File: src/rtl/muldiv_pkg.sv
// Shared encodings and constants for the iterative RV32M multiply/divide unit.
package muldiv_pkg;

  localparam logic [2:0] F3_MUL    = 3'b000;
  localparam logic [2:0] F3_MULH   = 3'b001;
  localparam logic [2:0] F3_MULHSU = 3'b010;
  localparam logic [2:0] F3_MULHU  = 3'b011;
  localparam logic [2:0] F3_DIV    = 3'b100;
  localparam logic [2:0] F3_DIVU   = 3'b101;
  localparam logic [2:0] F3_REM    = 3'b110;
  localparam logic [2:0] F3_REMU   = 3'b111;

  typedef enum logic [1:0] {
    IDLE = 2'd0,
    CALC = 2'd1,
    FIX  = 2'd2,
    DONE = 2'd3
  } muldiv_state_t;

  localparam int MULDIV_ITERS = 32;

  function automatic logic isDivOp(input logic [2:0] f3);
    return f3[2];
  endfunction

endpackage

File: src/rtl/muldiv_fixup.sv
// Combinational sign restoration, word selection and divide special cases
// applied to the raw magnitude results of the iterative datapath.
module muldiv_fixup
  import muldiv_pkg::*;
#(
  parameter int XLEN = 32
) (
  input  logic [2:0]        Funct3,
  input  logic [2*XLEN-1:0] Product,
  input  logic [XLEN-1:0]   Quotient,
  input  logic [XLEN-1:0]   Remainder,
  input  logic              NegA,
  input  logic              NegB,
  input  logic              DivZero,
  input  logic              DivOvf,
  output logic [XLEN-1:0]   Result
);

  logic [2*XLEN-1:0] prodSigned;
  logic [XLEN-1:0]   quotSigned;
  logic [XLEN-1:0]   remSigned;

  // Unsigned operands never set their neg flag, so one rule covers all variants.
  assign prodSigned = (NegA ^ NegB) ? -Product  : Product;
  assign quotSigned = (NegA ^ NegB) ? -Quotient : Quotient;
  assign remSigned  = NegA          ? -Remainder : Remainder;

  always_comb begin
    Result = '0;
    case (Funct3)
      F3_MUL:                        Result = prodSigned[XLEN-1:0];
      F3_MULH, F3_MULHSU, F3_MULHU:  Result = prodSigned[2*XLEN-1:XLEN];
      F3_DIV, F3_DIVU: begin
        if (DivZero)     Result = '1;
        else if (DivOvf) Result = {1'b1, {(XLEN-1){1'b0}}};
        else             Result = quotSigned;
      end
      // With a zero divisor the remainder magnitude equals the dividend's,
      // and restoring its sign returns the dividend unchanged.
      default:         Result = DivOvf ? '0 : remSigned;
    endcase
  end

endmodule

File: src/rtl/muldiv_unit.sv
// Iterative RV32M multiply/divide unit: fixed 34-cycle shift-add multiply or
// restoring divide, returning a one-cycle Done pulse with Result and RdOut.
module muldiv_unit
  import muldiv_pkg::*;
#(
  parameter int XLEN = 32
) (
  input  logic            Clk,
  input  logic            Rst_n,
  input  logic            Start,
  input  logic [2:0]      Funct3,
  input  logic [XLEN-1:0] Operand1,
  input  logic [XLEN-1:0] Operand2,
  input  logic [4:0]      RdIn,
  output logic            Busy,
  output logic            Done,
  output logic [XLEN-1:0] Result,
  output logic [4:0]      RdOut
);

  muldiv_state_t   state;
  logic [4:0]      iterCnt;
  logic [2:0]      f3Q;
  logic [4:0]      rdQ;
  logic            negA, negB, divZero, divOvf;
  logic [XLEN-1:0] opB;
  logic [XLEN-1:0] accHi;
  logic [XLEN-1:0] accLo;

  logic            capSignedA, capSignedB, capNegA, capNegB;
  logic [XLEN-1:0] magA, magB;
  logic [XLEN:0]   mulSum;
  logic [XLEN:0]   divShift;
  logic [XLEN:0]   divDiff;
  logic            divFits;
  logic [XLEN-1:0] fixResult;

  assign capSignedA = (Funct3 == F3_MULH) || (Funct3 == F3_MULHSU) ||
                      (Funct3 == F3_DIV)  || (Funct3 == F3_REM);
  assign capSignedB = (Funct3 == F3_MULH) || (Funct3 == F3_DIV) || (Funct3 == F3_REM);
  assign capNegA    = capSignedA && Operand1[XLEN-1];
  assign capNegB    = capSignedB && Operand2[XLEN-1];
  assign magA       = capNegA ? -Operand1 : Operand1;
  assign magB       = capNegB ? -Operand2 : Operand2;

  // Multiply keeps {accHi, accLo} as the product with the multiplier in accLo
  // shifting out; divide keeps the remainder in accHi and the dividend/quotient in accLo.
  assign mulSum   = {1'b0, accHi} + (accLo[0] ? {1'b0, opB} : '0);
  assign divShift = {accHi, accLo[XLEN-1]};
  assign divDiff  = divShift - {1'b0, opB};
  assign divFits  = ~divDiff[XLEN];

  muldiv_fixup #(.XLEN(XLEN)) uFixup (
    .Funct3    (f3Q),
    .Product   ({accHi, accLo}),
    .Quotient  (accLo),
    .Remainder (accHi),
    .NegA      (negA),
    .NegB      (negB),
    .DivZero   (divZero),
    .DivOvf    (divOvf),
    .Result    (fixResult)
  );

  always_ff @(posedge Clk or negedge Rst_n) begin
    if (!Rst_n) begin
      state   <= IDLE;
      iterCnt <= '0;
      f3Q     <= '0;
      rdQ     <= '0;
      negA    <= 1'b0;
      negB    <= 1'b0;
      divZero <= 1'b0;
      divOvf  <= 1'b0;
      opB     <= '0;
      accHi   <= '0;
      accLo   <= '0;
      Result  <= '0;
      RdOut   <= '0;
    end else begin
      case (state)
        IDLE: begin
          if (Start) begin
            f3Q     <= Funct3;
            rdQ     <= RdIn;
            negA    <= capNegA;
            negB    <= capNegB;
            divZero <= (Operand2 == '0);
            divOvf  <= ((Funct3 == F3_DIV) || (Funct3 == F3_REM)) &&
                       (Operand1 == {1'b1, {(XLEN-1){1'b0}}}) && (Operand2 == '1);
            opB     <= magB;
            accHi   <= '0;
            accLo   <= magA;
            iterCnt <= '0;
            state   <= CALC;
          end
        end
        CALC: begin
          if (isDivOp(f3Q)) begin
            accHi <= divFits ? divDiff[XLEN-1:0] : divShift[XLEN-1:0];
            accLo <= {accLo[XLEN-2:0], divFits};
          end else begin
            accHi <= mulSum[XLEN:1];
            accLo <= {mulSum[0], accLo[XLEN-1:1]};
          end
          iterCnt <= iterCnt + 5'd1;
          if (iterCnt == 5'(MULDIV_ITERS - 1)) state <= FIX;
        end
        FIX: begin
          Result <= fixResult;
          RdOut  <= rdQ;
          state  <= DONE;
        end
        default: state <= IDLE;
      endcase
    end
  end

  assign Busy = (state != IDLE);
  assign Done = (state == DONE);

endmodule

File: config.mk
export PLATFORM = sky130hd
export DESIGN_NAME = muldiv_unit
export DESIGN_NICKNAME = d
export VERILOG_FILES = /design/src/rtl/muldiv_pkg.sv /design/src/rtl/muldiv_fixup.sv /design/src/rtl/muldiv_unit.sv
export SDC_FILE = /design/constraint.sdc
export NUM_CORES = 1
export LEC_CHECK = 0
export CAP_MARGIN = 5
export CORE_MARGIN = 3
export CORE_UTILIZATION = 35
export CTS_BUF_LIST = sky130_fd_sc_hd__clkbuf_4
export DETAILED_ROUTE_END_ITERATION = 10
export GPL_ROUTABILITY_DRIVEN = 1
export REMOVE_ABC_BUFFERS = 1
export SYNTH_ARGS = -nofsm -noshare
export SYNTH_HDL_FRONTEND = slang
export SYNTH_SLANG_ARGS = --single-unit
File: constraint.sdc
create_clock -name Clk -period 3.9 [get_ports Clk]
set_input_delay 0.78 -clock Clk [delete_from_list [all_inputs] [get_ports Clk]]
set_output_delay 0.78 -clock Clk [all_outputs]
set_load 0.01 [all_outputs]
==> results.rst <==
.. list-table::
   :header-rows: 1

   * - Metric
     - Value
   * - Fin Hold WS
     - roughly 0.09 ns
   * - Height of the die
     - roughly 210 µm
   * - Max Fclk
     - approximately 270 MHz
   * - First-pass GRT wire length
     - approximately 76 mm
   * - 1st-iter DRT viols
     - 1,385
   * - Max-capacitance violation count
     - 0
   * - Hold buffers post-CTS
     - 0
   * - Area overhead of the layout relative to synthesis
     - 17.3%
   * - Mean number of vias per cell
     - approximately 5.7
   * - Cell row count
     - 73
   * - Clock tree sinks
     - 152
   * - Count of flip-flops with a built-in enable after synthesis
     - 0
   * - Number of distinct library cells after synthesis
     - 74
   * - Final setup violating endpoints
     - 0
   * - Maximum VDD drop
     - around 0.00033 V
   * - Critical path fanouts, max
     - 11
   * - Share of the synthesized area in the top cell type
     - between 20% and 30%
   * - Maximum number of pins on one net before global-route repair
     - 68
   * - Placeable core region
     - between 30,000 and 40,000 µm²
   * - Endpoint class of the critical path
     - flip-flop
   * - Worst path setup slack after routing
     - between 0.2 and 0.25 ns
   * - Highest-count cells in the layout ignoring fill and taps
     - nand2_1, o21ai_0, nor2_1
   * - Router iterations before antenna repair
     - 5
   * - Synth Cell Area
     - between 10,000 and 15,000 µm²
   * - Worst EP arrival
     - ~4.3 ns
   * - Total detailed-routing wirelength
     - 47.8 mm
   * - Slew HR
     - a little over a third
   * - Final critical-path share of the clock period
     - a little over nine tenths
   * - Final core area utilization
     - a little over two fifths
   * - Worst r2r src
     - accLo[31]
   * - Final hold violation count
     - 0
   * - Transition time at the pin with the least slew margin
     - about 1 ns
   * - CTS H-tree depth
     - 4
   * - Post-DRT Antenna Nets
     - 0
   * - Overall routing resource usage
     - 21.7%
   * - Critical path buffers and inverters
     - 2
   * - Reg clk slew, reported paths
     - 0.16 ns
   * - Dominant combinational cell family by area after synthesis
     - compound AO/OA/AOI/OAI gates
   * - RR Endpoint
     - accHi[30]
   * - Vias in the first global route
     - ~14,000
   * - Yosys warning count
     - 0
   * - Final net count
     - 2,100
   * - Final setup TNS
     - 0 ns
   * - Post-Syn Area per Cell
     - roughly 7.8 µm²
   * - Total Die Area
     - between 40,000 and 50,000 µm²
   * - RSZ-0062 raised after global routing
     - no
   * - TritonCTS clock tree
     - yes
   * - Max clock buf depth
     - 2
   * - Required time of the worst setup path
     - 4.48 ns
   * - Mux contribution to synthesized area
     - ~4.6%
   * - Post CTS Setup Buffer Count
     - 0
   * - Total via count in the routed design
     - ~14,000
   * - Number of instances in the synthesized netlist
     - 1,832
   * - Async SR Flop Fraction
     - 100%
   * - Buffer type at the clock tree root
     - clkbuf_4
   * - Number of synthesized register bits
     - approximately 150
   * - Crit-path leading delay family
     - compound AO/OA/AOI/OAI gates
   * - Die outline width
     - just over 200 µm
   * - Cell taking the most area after synthesis
     - dfrtp_1
   * - Ordered list of cells on the worst path
     - inv_1, ha_1, fa_1, nor2b_1, o31ai_1, a211oi_2, o21ai_0, nand3_1, a21o_1, and2_1, buf_4, or3b_2, a32oi_1
   * - Cell with the largest stage delay on the worst path
     - o31ai_1
   * - Clock latency at the later pin of the worst-skew pair
     - 0.65 ns
   * - Inserted Clock Buffers
     - 17
   * - Gp weighted congestion
     - 0.916
   * - Max Clock Skew
     - about 0.038 ns
   * - Category of the worst setup path launch point
     - flip-flop
   * - Most common library cell in the layout ignoring fill and taps
     - nand2_1
   * - Worst setup path class
     - reg2reg
   * - Leak
     - 7.17 nW
   * - Antenna violations before repair
     - 2
   * - Pre-CTS setup slack
     - -0.105 ns
   * - Min Tclk post-route
     - between 3 and 4 ns
   * - Total congestion overflow after global routing
     - 0
   * - Primary flip-flop cell chosen by synthesis mapping
     - dfrtp_1
   * - Run status
     - completed
   * - Number of primary I/O pins
     - ~110
   * - Share of cells above drive strength 1
     - a little over 9%
   * - Maximum cell stage delay along the critical path
     - about 0.5 ns
   * - Total power divided by cell area
     - roughly 900 nW/µm²
   * - Post-detailed-route DRC marker count
     - 0
   * - Compound-gate portion of the synthesized area
     - around 25%
   * - Synthesized-area fraction occupied by adder cells
     - roughly 6.9%
   * - Xor and xnor fraction of the mapped netlist area
     - roughly 12%
   * - Average routed wire per standard cell
     - approximately 19 µm
   * - Worst R2R Setup Slack
     - between 0.2 and 0.25 ns
   * - Input/output buffers
     - 113
   * - Starting Density
     - 35.6%
   * - Number of slew-limit violations in the final report
     - 0
   * - Class of the worst hold path
     - in2async
   * - Simple-gate portion of the synthesized area
     - 18.7%
   * - Number of cells on the worst reg-to-reg path
     - 13
   * - Top cells by area in the synthesized netlist
     - dfrtp_1, xnor2_1, ha_1, o21ai_0, a21oi_1
   * - Proportion of synthesized chip area in sequential cells
     - roughly 27%
   * - Half-perimeter wire length after placement
     - around 37 mm
## cells by family after synthesis
family / count (synthesis)
AND/OR/NAND/NOR: 572
buffers and inverters: 190
adder cells (fa/ha/maj): 77
AO/OA/AOI/OAI: 576
multiplexers: 63
XOR/XNOR: 202
flip-flops: 152
## sequential cells by signal, summed over array words and instances, names as in the netlist
signal   cells
rdQ          5
state        2
negA         1
accLo       32
f3Q          3
RdOut        5
divOvf       1
opB         32
Result      32
divZero      1
accHi       32
iterCnt      5
negB         1
## worst max-delay path by stage
stage                     start    endpoint  depth (start not counted)  slack (ns)
detailed placement  Operand1[8]   accLo[30]                         10       -0.10
finish                accLo[31]   accHi[30]                         13        0.20
global route           accHi[1]  Result[20]                         12        0.01
CTS                   accHi[12]  Result[31]                          9        0.11
global placement    Operand1[8]   accLo[30]                         10       -0.16
floorplan                 Start   accLo[25]                          3       -3.88
## layer usage
layer	GRT usage [%]	vias to the layer above	wire [µm]
li1	-	6824	-
met1	31.1	6796	22500
met2	34.6	444	21600
met3	2.98	47	2770
met4	5.64	0	836
met5	0	-	0
## synth_stat cells (4+ instances only)
master    instances
o41ai_1           8
or2_2             8
a211oi_1         12
nor3_1           33
nand4_1          21
inv_1            75
a31oi_1          15
o221ai_1         22
or3_1            25
and2_1            9
o22ai_1          10
a221oi_1         10
a21o_1           28
o32a_1            8
nand2b_1         15
a22oi_1          22
nor2b_1          14
buf_1             9
nor4_1           21
nand2_1         199
dfrtp_1         152
o21ai_0         182
o211ai_1         14
buf_2             5
or4_4             4
a21oi_1         157
o21bai_1          7
clkbuf_1         99
o21a_1            8
nand3_1          24
xor2_1           87
o31a_1            4
xnor2_1         115
ha_1             75
or4_1             8
and3_1            7
mux2_2           16
nor2_1          166
o31ai_1          28
mux2i_1          47
## power by group
group	internal, W	leakage [nW]	switching [W]
clock network	0.000391	0.144	0.000669
registers	0.00229	1.87	0.000843
logic	0.00446	5.15	0.00638
## per-stage QoR
step / area (µm²) / total power [W] / cells
floorplan: 13700 / 0.0101 / 1717
global placement: 16400 / 0.0137 / 2454
detailed placement: 16400 / 0.0138 / 2454
CTS: 16600 / 0.0150 / 2486
global route: 16700 / 0.0163 / 2487
finish: 16700 / 0.0150 / 2487
## layout make-up
type | count | area (µm²)
well taps | 525 | 657
diodes | 1 | 2.50
multi-input cells | 1490 | 9710
fillers | 4155 | 23300
repair buffers | 212 | 1910
clock buffers | 18 | 135
clock inverters | 14 | 150
flip-flops and latches | 152 | 3800
inverters | 75 | 282
## repair_timing
action                                  CTS  global route
endpoints found under the setup margin    1             2
resized for setup                         1             2
endpoints found under the hold margin     0             0
gates cloned                              0             0
(Power assumes the default switching activity.)
